===== src/rtl/mult3_acc_pkg.sv =====
// Shared types and helpers for the mult3 multiply-accumulate stage.
package mult3_acc_pkg;

  localparam int SAMPLE_W = 4;

  typedef enum logic {
    ACCUM = 1'b0,
    HOLD  = 1'b1
  } state_e;

  function automatic int clog2(input int value);
    int r;
    r = 0;
    while ((1 << r) < value) begin
      r = r + 1;
    end
    return r;
  endfunction

endpackage


===== src/rtl/mult3_accumulator_if.sv =====
// Sample input and result output bundle of the mult3 accumulator.
interface mult3_accumulator_if #(
  parameter int ACC_WIDTH = 8,
  parameter int BURST     = 4
);
  import mult3_acc_pkg::*;

  localparam int COUNT_W = clog2(BURST + 1);

  logic                 in_valid;
  logic                 in_ready;
  logic [2:0]           in_product;
  logic                 in_overflow;
  logic                 flush;
  logic                 out_valid;
  logic                 out_ready;
  logic [ACC_WIDTH-1:0] out_sum;
  logic [COUNT_W-1:0]   out_count;
  logic                 out_wrap;

  modport master (
    output in_valid, in_product, in_overflow, flush, out_ready,
    input  in_ready, out_valid, out_sum, out_count, out_wrap
  );

  modport slave (
    input  in_valid, in_product, in_overflow, flush, out_ready,
    output in_ready, out_valid, out_sum, out_count, out_wrap
  );

endinterface


===== src/rtl/acc_sat_add.sv =====
// Accumulator adder: raw carry out; sum clamps to all-ones on carry when
// MULT3_ACC_SATURATE_EN is defined, otherwise wraps modulo 2^WIDTH.
module acc_sat_add #(
  parameter int WIDTH = 8
) (
  input  logic [WIDTH-1:0] a_i,
  input  logic [WIDTH-1:0] b_i,
  output logic [WIDTH-1:0] sum_o,
  output logic             carry_o
);

  logic [WIDTH-1:0] raw_sum;
  logic             raw_carry;

  adder #(.WIDTH(WIDTH)) u_adder (
    .a_i    (a_i),
    .b_i    (b_i),
    .cin_i  (1'b0),
    .sum_o  (raw_sum),
    .cout_o (raw_carry)
  );

  assign carry_o = raw_carry;

`ifdef MULT3_ACC_SATURATE_EN
  assign sum_o = raw_carry ? {WIDTH{1'b1}} : raw_sum;
`else
  assign sum_o = raw_sum;
`endif

endmodule


===== src/rtl/adder.sv =====
// Plain ripple-carry adder with carry in and carry out.
module adder #(
  parameter int WIDTH = 8
) (
  input  logic [WIDTH-1:0] a_i,
  input  logic [WIDTH-1:0] b_i,
  input  logic             cin_i,
  output logic [WIDTH-1:0] sum_o,
  output logic             cout_o
);

  logic [WIDTH:0] carry;

  assign carry[0] = cin_i;

  for (genvar i = 0; i < WIDTH; i++) begin : g_bit
    assign sum_o[i]     = a_i[i] ^ b_i[i] ^ carry[i];
    assign carry[i + 1] = (a_i[i] & b_i[i]) | (carry[i] & (a_i[i] ^ b_i[i]));
  end

  assign cout_o = carry[WIDTH];

endmodule


===== src/rtl/mult3_accumulator.sv =====
// Sums BURST {overflow,product} samples and holds the total until taken.
// Saturating arithmetic when MULT3_ACC_SATURATE_EN is defined, modulo otherwise.
module mult3_accumulator
  import mult3_acc_pkg::*;
#(
  parameter int ACC_WIDTH = 8,
  parameter int BURST     = 4
) (
  input logic               clk,
  input logic               rst_n,
  mult3_accumulator_if.slave bus
);

  localparam int                 COUNT_W = clog2(BURST + 1);
  localparam logic [COUNT_W-1:0] BURST_C = COUNT_W'(BURST);

  state_e               state_q, state_d;
  logic [ACC_WIDTH-1:0] acc_q, acc_d;
  logic [COUNT_W-1:0]   cnt_q, cnt_d;
  logic                 wrap_q, wrap_d;
  logic [ACC_WIDTH-1:0] out_sum_q, out_sum_d;
  logic [COUNT_W-1:0]   out_cnt_q, out_cnt_d;
  logic                 out_wrap_q, out_wrap_d;

  logic [ACC_WIDTH-1:0] sample;
  logic [ACC_WIDTH-1:0] add_sum;
  logic                 add_carry;
  logic [COUNT_W-1:0]   cnt_inc;

  assign sample  = ACC_WIDTH'({bus.in_overflow, bus.in_product});
  assign cnt_inc = cnt_q + COUNT_W'(1);

  acc_sat_add #(.WIDTH(ACC_WIDTH)) u_add (
    .a_i     (acc_q),
    .b_i     (sample),
    .sum_o   (add_sum),
    .carry_o (add_carry)
  );

  always_comb begin
    state_d    = state_q;
    acc_d      = acc_q;
    cnt_d      = cnt_q;
    wrap_d     = wrap_q;
    out_sum_d  = out_sum_q;
    out_cnt_d  = out_cnt_q;
    out_wrap_d = out_wrap_q;
    case (state_q)
      ACCUM: begin
        if (bus.in_valid) begin
          acc_d  = add_sum;
          cnt_d  = cnt_inc;
          wrap_d = wrap_q | add_carry;
          if ((cnt_inc == BURST_C) || bus.flush) begin
            state_d    = HOLD;
            out_sum_d  = add_sum;
            out_cnt_d  = cnt_inc;
            out_wrap_d = wrap_q | add_carry;
          end
        end else if (bus.flush && (cnt_q != '0)) begin
          state_d    = HOLD;
          out_sum_d  = acc_q;
          out_cnt_d  = cnt_q;
          out_wrap_d = wrap_q;
        end
      end
      HOLD: begin
        // Partial sum is cleared only once the result has been taken.
        if (bus.out_ready) begin
          state_d = ACCUM;
          acc_d   = '0;
          cnt_d   = '0;
          wrap_d  = 1'b0;
        end
      end
      default: state_d = ACCUM;
    endcase
  end

  always_ff @(posedge clk or negedge rst_n) begin
    if (!rst_n) begin
      state_q    <= ACCUM;
      acc_q      <= '0;
      cnt_q      <= '0;
      wrap_q     <= 1'b0;
      out_sum_q  <= '0;
      out_cnt_q  <= '0;
      out_wrap_q <= 1'b0;
    end else begin
      state_q    <= state_d;
      acc_q      <= acc_d;
      cnt_q      <= cnt_d;
      wrap_q     <= wrap_d;
      out_sum_q  <= out_sum_d;
      out_cnt_q  <= out_cnt_d;
      out_wrap_q <= out_wrap_d;
    end
  end

  assign bus.in_ready  = (state_q == ACCUM);
  assign bus.out_valid = (state_q == HOLD);
  assign bus.out_sum   = out_sum_q;
  assign bus.out_count = out_cnt_q;
  assign bus.out_wrap  = out_wrap_q;

endmodule


===== src/flat_wrapper.sv =====
// flat-port wrapper written by rule: the top's interface ports become plain ports
module mult3_accumulator_flat import mult3_acc_pkg::*;
#(
  parameter int ACC_WIDTH = 8,
  parameter int BURST     = 4
)
  (clk, rst_n, bus_in_valid, bus_in_product, bus_in_overflow, bus_flush, bus_out_ready, bus_in_ready, bus_out_valid, bus_out_sum, bus_out_count, bus_out_wrap);
  mult3_accumulator_if #(.ACC_WIDTH(ACC_WIDTH), .BURST(BURST)) bus_i ();
  input logic clk;
  input logic rst_n;
  input wire logic [$bits(bus_i.in_valid)-1:0] bus_in_valid;
  input wire logic [$bits(bus_i.in_product)-1:0] bus_in_product;
  input wire logic [$bits(bus_i.in_overflow)-1:0] bus_in_overflow;
  input wire logic [$bits(bus_i.flush)-1:0] bus_flush;
  input wire logic [$bits(bus_i.out_ready)-1:0] bus_out_ready;
  output wire logic [$bits(bus_i.in_ready)-1:0] bus_in_ready;
  output wire logic [$bits(bus_i.out_valid)-1:0] bus_out_valid;
  output wire logic [$bits(bus_i.out_sum)-1:0] bus_out_sum;
  output wire logic [$bits(bus_i.out_count)-1:0] bus_out_count;
  output wire logic [$bits(bus_i.out_wrap)-1:0] bus_out_wrap;
  assign bus_i.in_valid = bus_in_valid;
  assign bus_i.in_product = bus_in_product;
  assign bus_i.in_overflow = bus_in_overflow;
  assign bus_i.flush = bus_flush;
  assign bus_i.out_ready = bus_out_ready;
  assign bus_in_ready = bus_i.in_ready;
  assign bus_out_valid = bus_i.out_valid;
  assign bus_out_sum = bus_i.out_sum;
  assign bus_out_count = bus_i.out_count;
  assign bus_out_wrap = bus_i.out_wrap;
  mult3_accumulator #(.ACC_WIDTH(ACC_WIDTH), .BURST(BURST)) u_core (.clk(clk), .rst_n(rst_n), .bus(bus_i));
endmodule

===== config.mk =====
export PLATFORM = sky130hd
export DESIGN_NAME = mult3_accumulator_flat
export DESIGN_NICKNAME = d
export VERILOG_FILES = /design/src/rtl/mult3_acc_pkg.sv /design/src/rtl/mult3_accumulator_if.sv /design/src/rtl/acc_sat_add.sv /design/src/rtl/adder.sv /design/src/rtl/mult3_accumulator.sv /design/src/flat_wrapper.sv
export SDC_FILE = /design/constraint.sdc
export NUM_CORES = 1
export LEC_CHECK = 0
export CORE_MARGIN = 1.5
export CORE_UTILIZATION = 57
export DETAILED_ROUTE_END_ITERATION = 10
export GPL_TIMING_DRIVEN = 1
export PLACE_DENSITY = 0.9
export RECOVER_POWER = 25
export SLEW_MARGIN = 20
export SYNTH_ARGS = -nofsm -noshare
export SYNTH_HDL_FRONTEND = slang
export SYNTH_HIERARCHICAL = 1
export SYNTH_SLANG_ARGS = --single-unit

===== constraint.sdc =====
create_clock -name clk -period 11.15 [get_ports clk]
set_clock_uncertainty 0.1 [all_clocks]
set_input_delay 1.115 -clock clk [delete_from_list [all_inputs] [get_ports clk]]
set_output_delay 1.115 -clock clk [all_outputs]
set_load 0.02 [all_outputs]

==> reports/metrics.cfg <==
[outcome]
status=finished clean

[routing]
final_antenna_net_count=0
drtPass1Iterations=4
via_per_inst=5.579
routed_wl_mm=2.968
drt_iter0_drc=13
vias=1088
route.detailed.drc=0
routedWlPerCell_um=15.22

[worst_setup_path]
r2r_slack_ns=7.11
crit_path_frequent_cell=fa_1
critPathLaunchType=input port
crit_buf_inv=5
critical_path.max_fanout=2
critical-path-top-delay-family=adder cells
crit_path_top_delay_cell=clkdlybuf4s50_1
cpPeakStageDelay_ns=0.42
required_ns=11.30
arrival_ns=4.96
crit_path_end_kind=register
crit_chain=clkdlybuf4s50_1 -> fa_1 -> inv_1 -> fa_1 -> inv_1 -> fa_1 -> fa_1 -> fa_1 -> fa_1 -> fa_1 -> inv_1 -> fa_1 -> inv_1 -> a211oi_1 -> a22oi_2
critPathKind=in2reg

[floorplanning]
die_w_um=54.26
die-area_um2=2944
rows=18
coreArea_um2=2477
ios=23
start_util=0.6045
die_h_um=54.26

[timing]
max_freq_mhz=207.8
slew_violations=0
min_period_ns=4.812
setup_viol_count_final=0
worst_pin_slew_ns=1.333
fin_crit_sh=0.4315
fin_tns_setup_ns=0
hold_violations=0
hold_ws_ns=0.4553
max_slew_margin=0.1112
grt_setup_unrepaired=no

[layout]
multi_input_area_um2=778.2
num_antenna_cells=0
fillers=201
drive_above_1_share=0.1091
syn_to_final_growth_pct=16.54
finalInstanceArea_um2=1745
fin_nets=186
final_util=0.7045
final-seq-area_um2=625.6

[power]
p_sw_frac=0.4325
leakagePower_uw=0.0007450
fin_total_pwr_uw=508.8
pwr-share-clk=0.078
peakVddDrop_uv=204.9
p_switching_uw=220.1
powerDensity_nw_per_um2=291.5
p_int_uw=288.8
p_seq_frac=0.361
pwr-share-comb=0.561

[synthesis]
yosysTopAreaCellShare=0.4177
syn-instance-count=144
synth_area_um2=1498
synth_commonest_cells=25 x dfrtp_1, 16 x inv_1, 12 x nor2b_1, 11 x nor2_1
synth_area_leader_cell=dfrtp_1
synth_ff_type=dfrtp_1
yosysMostFrequentCell=dfrtp_1
syn_avg_cell_area_um2=10.40
ys_ff_latch=25
synthArstFlopShare=1.000
synth.area.top_cells=dfrtp_1 42%, fa_1 11%, a22oi_2 8.4%, nor2b_1 5.0%, a211oi_1 4.5%
yosys_warnings=6
synth_edf_count=0
ys_types=31
seq_area_frac_synth=0.4177

[cts]
cts_tree=done
htree_levels=1
cts_root_buffer=clkbuf_4
clk_latency_ns=0.31
cts_setup_buffers=0
path_clk_slew_ns=0.13
cts-buffers-inserted=3
clock-sinks=25
post_cts_resize_count=0
clockBufferDepth=2
hold_buffers=0

[grt]
grt_pass1_vias=1084
antenna_found_initial=0
gr-total-overflow=0
track_usage=0.2407
grt_pass1_wl_mm=4.892
grtUsageMet1=0.2998
grt_use_met2=0.4197
use_met3=0.03825
grt_start_max_net_pins=31
gr-max-usage-layer=met2

[run]
max_cap_viol_count=0

[place]
port_buffers=22
gp_congestion=0.7251
dp_hpwl_mm=2.140
place_area_um2=1725

[min_path]
worst_hold_path_type=reg2reg

-- cells by family after synthesis --
kind of cell	share of synthesized area
compound gates	0.2197
xor+xnor	0.005849
fa+ha+maj	0.1320
buf+inv	0.07017
flops	0.4177
mux	0.007518
other cells	0.005014
simple gates	0.1420
-- tightest hold or removal path: stages, from the launching register on --
cell	delay, ns
dfrtp_1	0.37
nor2_1	0.05
a22oi_2	0.10
-- state kept, by name, indices dropped and copies added, names as in the netlist --
register and count:
u_core/acc_q 8, u_core/bus.out_sum 8, u_core/bus.out_count 3, u_core/cnt_q 3
u_core/bus.out_valid 1, u_core/bus.out_wrap 1, u_core/wrap_q 1
-- layout by cell type (no fill, tap or decap), types with 4 or more instances in the layout --
master,n
dfrtp_1,25
a21oi_1,10
fa_1,8
nor2b_1,12
a22oi_2,10
inv_1,16
clkdlybuf4s50_1,21
conb_1,5
nand2b_1,8
a211oi_1,9
nand2_1,4
nor2_1,11
-- power by group through the flow --
| stage | Combinational, µW | Sequential, µW | Clock, µW |
|---|---|---|---|
| 2_1_floorplan | 180 | 196 | 0 |
| 3_3_place_gp | 273 | 182 | 0 |
| 3_5_place_dp | 287 | 186 | 0 |
| 4_1_cts | 288 | 184 | 41.4 |
| 5_1_grt | 319 | 193 | 44.6 |
| 6_report | 286 | 183 | 39.7 |
-- per-layer routing --
layer / wire [µm] / vias to the layer above
li1: - / 521
met1: 1233 / 534
met2: 1580 / 27
met3: 103 / 6
met4: 51 / 0
met5: 0 / -
-- layout make-up --
cell class	instances	area share
repair buffers	22	0.1226
inverters	17	0.03656
clock buffers	4	0.01505
multi-input cells	97	0.4459
well taps	30	0.02151
flip-flops and latches	25	0.3584
-- path summary, 6_finish.rpt --
| kind | startpoint | end | cells past startpoint |
|---|---|---|---|
| hold / removal | u_core/bus.out_sum[3] | u_core/bus.out_sum[3] | 2 |
| hold reg to reg | u_core/bus.out_sum[3] | u_core/bus.out_sum[3] | 2 |
| max in group asynchronous | rst_n | u_core/cnt_q[0] | 1 |
| min in group asynchronous | rst_n | u_core/bus.out_sum[7] | 1 |
| setup reg to reg | u_core/acc_q[0] | u_core/bus.out_sum[7] | 14 |
| setup / recovery | bus_in_product[0] | u_core/bus.out_sum[7] | 15 |
-- per-stage QoR --
step / worst slack [ns] / instances
detailed placement: 6.004 / 191
floorplan: 6.659 / 147
global route: 6.156 / 195
CTS: 6.356 / 195
finish: 6.338 / 195
global placement: 6.112 / 191
Note: power is estimated with default switching activity, not from simulation.
